**src/rtl/keypad_scanner.sv**
```systemverilog
// 4x4 matrix keypad scanner: row drive, column sync, per-scan classification,
// press/release debounce and a one-cycle strobe per accepted press.
module keypad_scanner #(
  parameter int SCAN_DIV       = 4,
  parameter int DEBOUNCE_SCANS = 3
) (
  input  logic       clk,
  input  logic       rst,
  input  logic       en,
  input  logic [3:0] col_sense,
  output logic [3:0] row_drive,
  output logic       strobe,
  output logic [7:0] cur_key,
  output logic       key_down,
  output logic       multi_key
);

  localparam int DW = (SCAN_DIV > 1) ? $clog2(SCAN_DIV) : 1;

  typedef enum logic [1:0] {RELEASED, PRESS_WAIT, PRESSED, RELEASE_WAIT} state_t;

  logic [3:0]    r_col_meta, r_col_sync;
  logic [DW-1:0] r_dwell;
  logic [1:0]    r_row;
  logic [11:0]   r_scan;
  logic          r_res_valid, r_res_none, r_res_single, r_multi_key;
  logic [7:0]    r_res_key;
  state_t        r_state;
  logic [3:0]    r_cnt;
  logic [7:0]    r_cand, r_cur_key;
  logic          r_strobe, r_key_down;

  logic          w_last_dwell;
  logic [15:0]   w_rows;
  logic [4:0]    w_ones;
  logic [7:0]    w_key;

  assign w_last_dwell = (r_dwell == DW'(SCAN_DIV - 1));
  assign w_rows       = {r_scan, r_col_sync};

  // NOTE: every variable gets a default before the loop so no latch is inferred.
  always_comb begin
    w_ones = '0;
    w_key  = '0;
    for (int i = 0; i < 16; i++) begin
      if (w_rows[i]) begin
        w_ones = w_ones + 5'd1;
        w_key  = w_key | (8'h10 << (i / 4)) | (8'h01 << (i % 4));
      end
    end
  end

  // NOTE: sequential state uses non-blocking assignments so all flops update together.
  always_ff @(posedge clk or posedge rst) begin
    if (rst) begin
      r_col_meta <= '0;
      r_col_sync <= '0;
    end else begin
      r_col_meta <= col_sense;
      r_col_sync <= r_col_meta;
    end
  end

  // The 2-cycle synchronizer lag still lands inside the dwell, so the last
  // dwell cycle sees columns captured while the current row was driven.
  always_ff @(posedge clk or posedge rst) begin
    if (rst) begin
      r_dwell      <= '0;
      r_row        <= '0;
      r_scan       <= '0;
      r_res_valid  <= 1'b0;
      r_res_none   <= 1'b0;
      r_res_single <= 1'b0;
      r_res_key    <= '0;
      r_multi_key  <= 1'b0;
    end else if (!en) begin
      r_dwell     <= '0;
      r_row       <= '0;
      r_res_valid <= 1'b0;
      r_multi_key <= 1'b0;
    end else begin
      r_res_valid <= 1'b0;
      r_multi_key <= 1'b0;
      if (w_last_dwell) begin
        r_dwell <= '0;
        r_row   <= r_row + 2'd1;
        case (r_row)
          2'd0: r_scan[11:8] <= r_col_sync;
          2'd1: r_scan[7:4]  <= r_col_sync;
          2'd2: r_scan[3:0]  <= r_col_sync;
          default: begin
            r_res_valid  <= 1'b1;
            r_res_none   <= (w_ones == 5'd0);
            r_res_single <= (w_ones == 5'd1);
            r_res_key    <= w_key;
            r_multi_key  <= (w_ones > 5'd1);
          end
        endcase
      end else begin
        r_dwell <= r_dwell + DW'(1);
      end
    end
  end

  always_ff @(posedge clk or posedge rst) begin
    if (rst) begin
      r_state    <= RELEASED;
      r_cnt      <= '0;
      r_cand     <= '0;
      r_strobe   <= 1'b0;
      r_cur_key  <= '0;
      r_key_down <= 1'b0;
    end else if (!en) begin
      r_state    <= RELEASED;
      r_cnt      <= '0;
      r_strobe   <= 1'b0;
      r_key_down <= 1'b0;
    end else begin
      r_strobe <= 1'b0;
      if (r_res_valid) begin
        case (r_state)
          RELEASED: begin
            if (r_res_single) begin
              r_cand <= r_res_key;
              if (DEBOUNCE_SCANS == 1) begin
                r_state    <= PRESSED;
                r_cnt      <= '0;
                r_cur_key  <= r_res_key;
                r_key_down <= 1'b1;
                r_strobe   <= 1'b1;
              end else begin
                r_cnt   <= 4'd1;
                r_state <= PRESS_WAIT;
              end
            end
          end
          PRESS_WAIT: begin
            if (r_res_single && r_res_key == r_cand) begin
              if (r_cnt + 4'd1 == 4'(DEBOUNCE_SCANS)) begin
                r_state    <= PRESSED;
                r_cnt      <= '0;
                r_cur_key  <= r_cand;
                r_key_down <= 1'b1;
                r_strobe   <= 1'b1;
              end else begin
                r_cnt <= r_cnt + 4'd1;
              end
            end else if (r_res_single) begin
              r_cand <= r_res_key;
              r_cnt  <= 4'd1;
            end else begin
              r_state <= RELEASED;
              r_cnt   <= '0;
            end
          end
          PRESSED: begin
            if (r_res_none) begin
              if (DEBOUNCE_SCANS == 1) begin
                r_state    <= RELEASED;
                r_cnt      <= '0;
                r_key_down <= 1'b0;
              end else begin
                r_cnt   <= 4'd1;
                r_state <= RELEASE_WAIT;
              end
            end
          end
          RELEASE_WAIT: begin
            if (!r_res_none) begin
              r_state <= PRESSED;
              r_cnt   <= '0;
            end else if (r_cnt + 4'd1 == 4'(DEBOUNCE_SCANS)) begin
              r_state    <= RELEASED;
              r_cnt      <= '0;
              r_key_down <= 1'b0;
            end else begin
              r_cnt <= r_cnt + 4'd1;
            end
          end
          default: r_state <= RELEASED;
        endcase
      end
    end
  end

  assign row_drive = en ? (4'b1000 >> r_row) : 4'b0000;
  assign strobe    = r_strobe;
  assign cur_key   = r_cur_key;
  assign key_down  = r_key_down;
  assign multi_key = r_multi_key;

endmodule

```
**config.mk**
```make
export PLATFORM = sky130hd
export DESIGN_NAME = keypad_scanner
export DESIGN_NICKNAME = d
export VERILOG_FILES = /design/src/rtl/keypad_scanner.sv
export SDC_FILE = /design/constraint.sdc
export NUM_CORES = 1
export LEC_CHECK = 0
export CORE_ASPECT_RATIO = 0.75
export CORE_MARGIN = 3
export CORE_UTILIZATION = 40
export CTS_CLUSTER_DIAMETER = 40
export DETAILED_ROUTE_END_ITERATION = 16
export PLACE_DENSITY_LB_ADDON = 0.25
export SLEW_MARGIN = 0
export SYNTH_ARGS = -nofsm -noshare
export SYNTH_HDL_FRONTEND = slang
export SYNTH_SLANG_ARGS = --single-unit
```
**constraint.sdc**
```tcl
create_clock -name clk -period 20.1 [get_ports clk]
set_clock_uncertainty 0.2 [all_clocks]
set_input_delay 2.01 -clock clk [delete_from_list [all_inputs] [get_ports clk]]
set_output_delay 2.01 -clock clk [all_outputs]
set_load 0.03 [all_outputs]
```
After elaboration in Yosys (flattened, before gate mapping)

Index checks and enable logic that the tools add are counted.

Shifts and indexed selects: 1
$lt $le $gt $ge: 1
Bitwise operators: 1
Add/sub/neg operators: 18
Reduce and logical (&&, ||, !) cells: 15
Mux-type cells: 77
Equal/unequal tests: 22

Operators by type and width:

| cell                                                 | count |
|---|---|
| two-way mux 5 bit                                    | 19 |
| adder 5 x 1 -> 5 bit (second input constant)         | 15 |
| two-way mux 8 bit                                    | 6 |
| two-way mux 4 bit                                    | 8 |
| two-way mux 7 bit                                    | 4 |
| two-way mux 2 bit                                    | 13 |
| two-way mux 6 bit                                    | 4 |
| two-way mux 1 bit                                    | 19 |
| != test 3 bit (second input constant)                | 6 |
| one-hot mux 4 bit (4 select lines)                   | 1 |
| one-hot mux 8 bit (2 select lines)                   | 1 |
| AND reduction 3 bit                                  | 5 |
| != test 4 bit (second input constant)                | 3 |
| AND reduction 6 bit                                  | 2 |
| equality test 2 bit (second input constant)          | 4 |
| equality test 8 bit                                  | 1 |
| one-hot mux 2 bit (4 select lines)                   | 1 |
| equality test 5 x 1 -> 1 bit (second input constant) | 1 |
| > comparator 5 x 1 -> 1 bit (second input constant)  | 1 |
| zero test 5 bit                                      | 1 |
| AND reduction 5 bit                                  | 1 |
| adder 2 x 1 -> 2 bit (second input constant)         | 2 |
| adder 4 x 1 -> 4 bit (second input constant)         | 1 |
| equality test 2 x 1 -> 1 bit (second input constant) | 2 |
| other kinds (12)                                     | 14 |

Output and inout bits: 15
Input port bits: 7
Word-level logic and storage cells: 153
Register bits: 60

Longest topological paths before layout

Word-level depth: 35
Depth in mapped cells: 44
Gate-level depth less buffers: 44

Least setup slack after synthesis

No wires, ideal clock.

Path kind: register to register
From: register r_col_sync[0]
To: register r_res_none
Library setup time: 0.066 ns
Path slack: 11.602 ns
Data required time: 19.834 ns
Buffers on the path: 0
Cell stages (with the launch flop): 42
Data arrival time: 8.233 ns
Path through: dfrtp_1 inv_1 ha_1 xor2_1 ha_1 nand2_1 o31ai_1 ha_1 mux2_2 ha_1 inv_1 o32ai_1 or2_2 ha_1 mux2_2 ha_1 nor2b_1 nor2_1 [6 not listed] and3_1 ha_1 nand2_1 nand2_1 ha_1 inv_1 a21boi_0 ha_1 a22o_1 ha_1 mux2_2 ha_1 mux2_2 ha_1 mux2i_1 o211ai_1 mux2i_1 a31o_1

Cells in the longest elaborated chain, start to end: 32

Ends and longest elaborated chain:

| element                  | line | RTL |
|---|---|---|
| start: declaration       | 22   | `logic [3:0] r_col_meta, r_col_sync;` |
| start signal: assignment | 60   | `r_col_sync <= r_col_meta;` |
| two-way mux 1 bit *      | 46   | `if (w_rows[i]) begin` |
| adder 5 x 1 -> 5 bit     | 47   | `w_ones = w_ones + 5'd1;` |
| two-way mux 5 bit *      | 46   |  |
| adder 5 x 1 -> 5 bit     | 47   |  |
| two-way mux 5 bit *      | 46   |  |
| adder 5 x 1 -> 5 bit     | 47   |  |
| two-way mux 5 bit *      | 46   |  |
| adder 5 x 1 -> 5 bit     | 47   |  |
| [16 not listed]          | --   |  |
| two-way mux 5 bit *      | 46   |  |
| adder 5 x 1 -> 5 bit     | 47   |  |
| two-way mux 5 bit *      | 46   |  |
| adder 5 x 1 -> 5 bit     | 47   |  |
| two-way mux 5 bit *      | 46   |  |
| adder 5 x 1 -> 5 bit     | 47   |  |
| two-way mux 5 bit *      | 46   |  |
| zero test 5 bit *        | 93   | `r_res_none <= (w_ones == 5'd0);` |
| end signal: assignment   | 93   |  |
| end: declaration         | 26   | `logic r_res_valid, r_res_none, r_res_single, r_multi_key;` |

Every way passes the cells marked *; elsewhere a longest branch is shown, timed or not.
A chain may end at the register's enable or synchronous reset.

Worst setup path in the final report

From: register r_col_sync[1]
To: register r_res_none

Cells in the longest elaborated chain, start to end: 30

Ends and longest elaborated chain:

| element              | line |
|---|---|
| two-way mux 5 bit *  | 46 |
| adder 5 x 1 -> 5 bit | 47 |
| two-way mux 5 bit *  | 46 |
| adder 5 x 1 -> 5 bit | 47 |
| two-way mux 5 bit *  | 46 |
| adder 5 x 1 -> 5 bit | 47 |
| two-way mux 5 bit *  | 46 |
| adder 5 x 1 -> 5 bit | 47 |
| [14 not listed]      | -- |
| two-way mux 5 bit *  | 46 |
| adder 5 x 1 -> 5 bit | 47 |
| two-way mux 5 bit *  | 46 |
| adder 5 x 1 -> 5 bit | 47 |
| two-way mux 5 bit *  | 46 |
| adder 5 x 1 -> 5 bit | 47 |
| two-way mux 5 bit *  | 46 |
| zero test 5 bit *    | 93 |

Marked as above.

==> reports/qor.yml <==
grt.overflow.total: 0
num-fill-cells: 936
worstPathArrival_ns: 9.21
synthesis.instances: 447
yosysWarningCount: 0
drive_gt1_share_pct: 12.77
endpoint_of_the_most_critical_register_to_register_path: "r_res_none"
timing.critical_path.required_ns: 20.16
diodes: 0
post-route-cell-area_mm2: 0.004800
core.rowCount: 31
seq_area_mm2: 0.001501
clock_latency_ns: 0.32
endpoint_kind_of_the_worst_setup_timing_path: "register"
via_per_inst: 5.244
globalplace.congestion: 0.8429
holdCritPathClass: "register to register"
netlist_top_cells_count: "77 x sky130_fd_sc_hd__nand2_1, 60 x sky130_fd_sc_hd__dfrtp_1, 28 x sky130_fd_sc_hd__xnor2_1"
initial_antenna_violation_count: 0
critical_path.max_fanout: 5
max-cap-violations: 0
netlist_top_cells_area: "sky130_fd_sc_hd__dfrtp_1 36%, sky130_fd_sc_hd__nand2_1 6.9%, sky130_fd_sc_hd__ha_1 6.8%"
post_synth_num_cell_types: 67
setup_tns_ns: 0
rsz_0062_raised_after_global_routing: "false"
grt_pass1_vias: 3031
ff2ff_path_depth: 41
cts_num_sinks: 60
setup_violating_endpoint_count_in_the_final_report: 0
start_util_pct: 42.31
fin_util_pct: 48.15
post-route-drc-count: 0
critical-path-max-stage-delay_ns: 0.37
detail_route.first_pass.iterations: 4
syn_to_final_growth_pct: 13.79
worst_path_cell_with_the_longest_stage_delay: "sky130_fd_sc_hd__dfrtp_1"
syn_nets: 477
crit_path_start_kind: "register"
netlist.top_cell.by_area: "sky130_fd_sc_hd__dfrtp_1"
postCtsSetupRepairBufs: 0
placedInstanceArea_mm2: 0.004511
numPlacedInstances: 579
worstReg2RegStart: "r_col_sync[1]"
detail_route.iter0.violations: 150
leakage_nw: 2.108
fin_crit_ns: 9.158
synth-edff-count: 0
synth.most_common_cell: "sky130_fd_sc_hd__nand2_1"
outcome: "finished, final reports clean"
cts_root_buffer: "sky130_fd_sc_hd__clkbuf_16"
critPathLaunch: "r_col_sync[1]"
placeableCoreArea_mm2: 0.009968
numPortBuffers: 21
setup.worst_path.class: "register to register"
timing.max_slew.rel_slack_pct: 38.07
hold_viol_final: 0
rrSetupSlack_ns: 10.94
power_per_cell_area_mw_per_mm2: 89.19
grt_first_pass_wirelength_um: 14330
drt-total-wl_um: 8289
clock_path_buffers: 2
die_height_um: 94.93
detail_route.wl_per_cell_um: 13.95
final_max_slew_viol_count: 0
synth_seq_cells: 60
min_period_over_period_pct: 45.56
largest_net_degree_at_the_start_of_global_routing: 61
synth.cell_area_mm2: 0.004218
synthDominantCellAreaShare_pct: 35.60
numCtsBuffers: 9
cts_resized: 0
final_nets: 488
ys_dominant_reg_cell: "sky130_fd_sc_hd__dfrtp_1"
die_width_um: 124.6
globalRouteTotalUtil_pct: 14.81
endpoint: "r_res_none"
max-vdd-ir-drop_mv: 0.05111
num_io_pins: 22
timing.critical_path.mode_cell: "sky130_fd_sc_hd__ha_1"
fin_hold_ws_ns: 0.1485
dp.final_hpwl_um: 6275
cts-hold-fix-buffers: 0
synthesis.area_per_instance_um2: 9.436
htreeDepth: 3
floorplan.die_area_mm2: 0.01183
cts_tree: "built"
post_route_non_filler_standard_cell_count: 594
seq_area_frac_synth_pct: 35.60
path_clk_slew_ns: 0.05
max_freq_mhz: 109.2
routed-via-count: 3115
multi_input_comb_area_mm2: 0.002559
detail-route-antenna-nets: 0
ys_async_rst_share_pct: 100.0
tightestPinTransition_ns: 0.9279
cell families (layout without fill, tap and decap cells):
kind of cell	Yosys count	in the layout	synth area share, %
xor+xnor	59	59	15.75
compound gates	73	73	11.84
simple gates	166	166	19.55
buf+inv	40	55	3.738
flops	60	60	35.60
fa+ha+maj	24	24	7.060
mux	25	25	6.467
through the flow:
step / power [mW] / setup slack (ns)
after CTS: 0.4326 / 10.94
after detailed placement: 0.2860 / 10.95
after global placement: 0.2817 / 11.22
final: 0.4281 / 10.94
after floorplan: 0.2607 / 11.60
after global routing: 0.4585 / 10.26
where the power goes:
part           internal (mW)  switching [mW]  total [mW]
Combinational         0.0646          0.0796       0.144
Clock                 0.0957          0.0476       0.143
Sequential             0.126          0.0141       0.141
Total                  0.287           0.141       0.428
flip-flops by register name, summed over array words and instances, names as in the netlist, 2 cells and up:
register and count:
r_col_meta 4, r_cnt 4, r_row 2, r_res_key 8, r_cand 8, cur_key 8, r_state 2, r_dwell 2
r_col_sync 4, r_scan 12
critical path, delay by kind of cell (launching register included):
kind            cells  cell delay, ns
flops               1            0.37
fa+ha+maj          14            4.12
compound gates      7            1.10
mux                 6            1.54
xor+xnor            1            0.30
simple gates       10            1.24
buf+inv             3            0.22
layer usage:
layer	vias up	part of all wire, %	track usage, %	routed length, um
li1	1574	-	-	-
met1	1489	53	21.27	4366
met2	50	43	22.62	3597
met3	2	3.8	3.787	311
met4	0	0.16	3.193	13
met5	-	0	0	0
area by class of cell:
class	instances	share of cell area [%]
Clock buffer	14	5.918
Multi-Input combinational cell	347	53.31
Sequential cell	60	31.28
Tap cell	132	3.441
Inverter	18	1.408
Clock inverter	1	0.1043
Timing Repair Buffer	22	4.536
layout by cell type, fill, tap and decap left out, types with 12 or more instances in the layout:
cell                              instances
sky130_fd_sc_hd__ha_1                    23
sky130_fd_sc_hd__mux2_2                  18
sky130_fd_sc_hd__nand2_1                 77
sky130_fd_sc_hd__xnor2_1                 28
sky130_fd_sc_hd__dfrtp_1                 60
sky130_fd_sc_hd__nor2_1                  19
sky130_fd_sc_hd__inv_1                   14
sky130_fd_sc_hd__clkdlybuf4s50_1         21
sky130_fd_sc_hd__o21ai_0                 27
sky130_fd_sc_hd__xor2_1                  19
sky130_fd_sc_hd__nand3_1                 12
worst min-delay path by stage:
stage                  start             to  slack, ns  depth (start not counted)
6_report       r_col_meta[0]  r_col_sync[0]       0.15                          0
5_1_grt        r_col_meta[2]  r_col_sync[2]       0.16                          0
4_1_cts        r_col_meta[0]  r_col_sync[0]       0.15                          0
3_5_place_dp   r_col_meta[0]  r_col_sync[0]       0.14                          0
3_3_place_gp   r_col_meta[3]  r_col_sync[3]       0.13                          0
2_1_floorplan  r_col_meta[0]  r_col_sync[0]       0.13                          0
No activity file was read; power rests on OpenSTA's default activity.
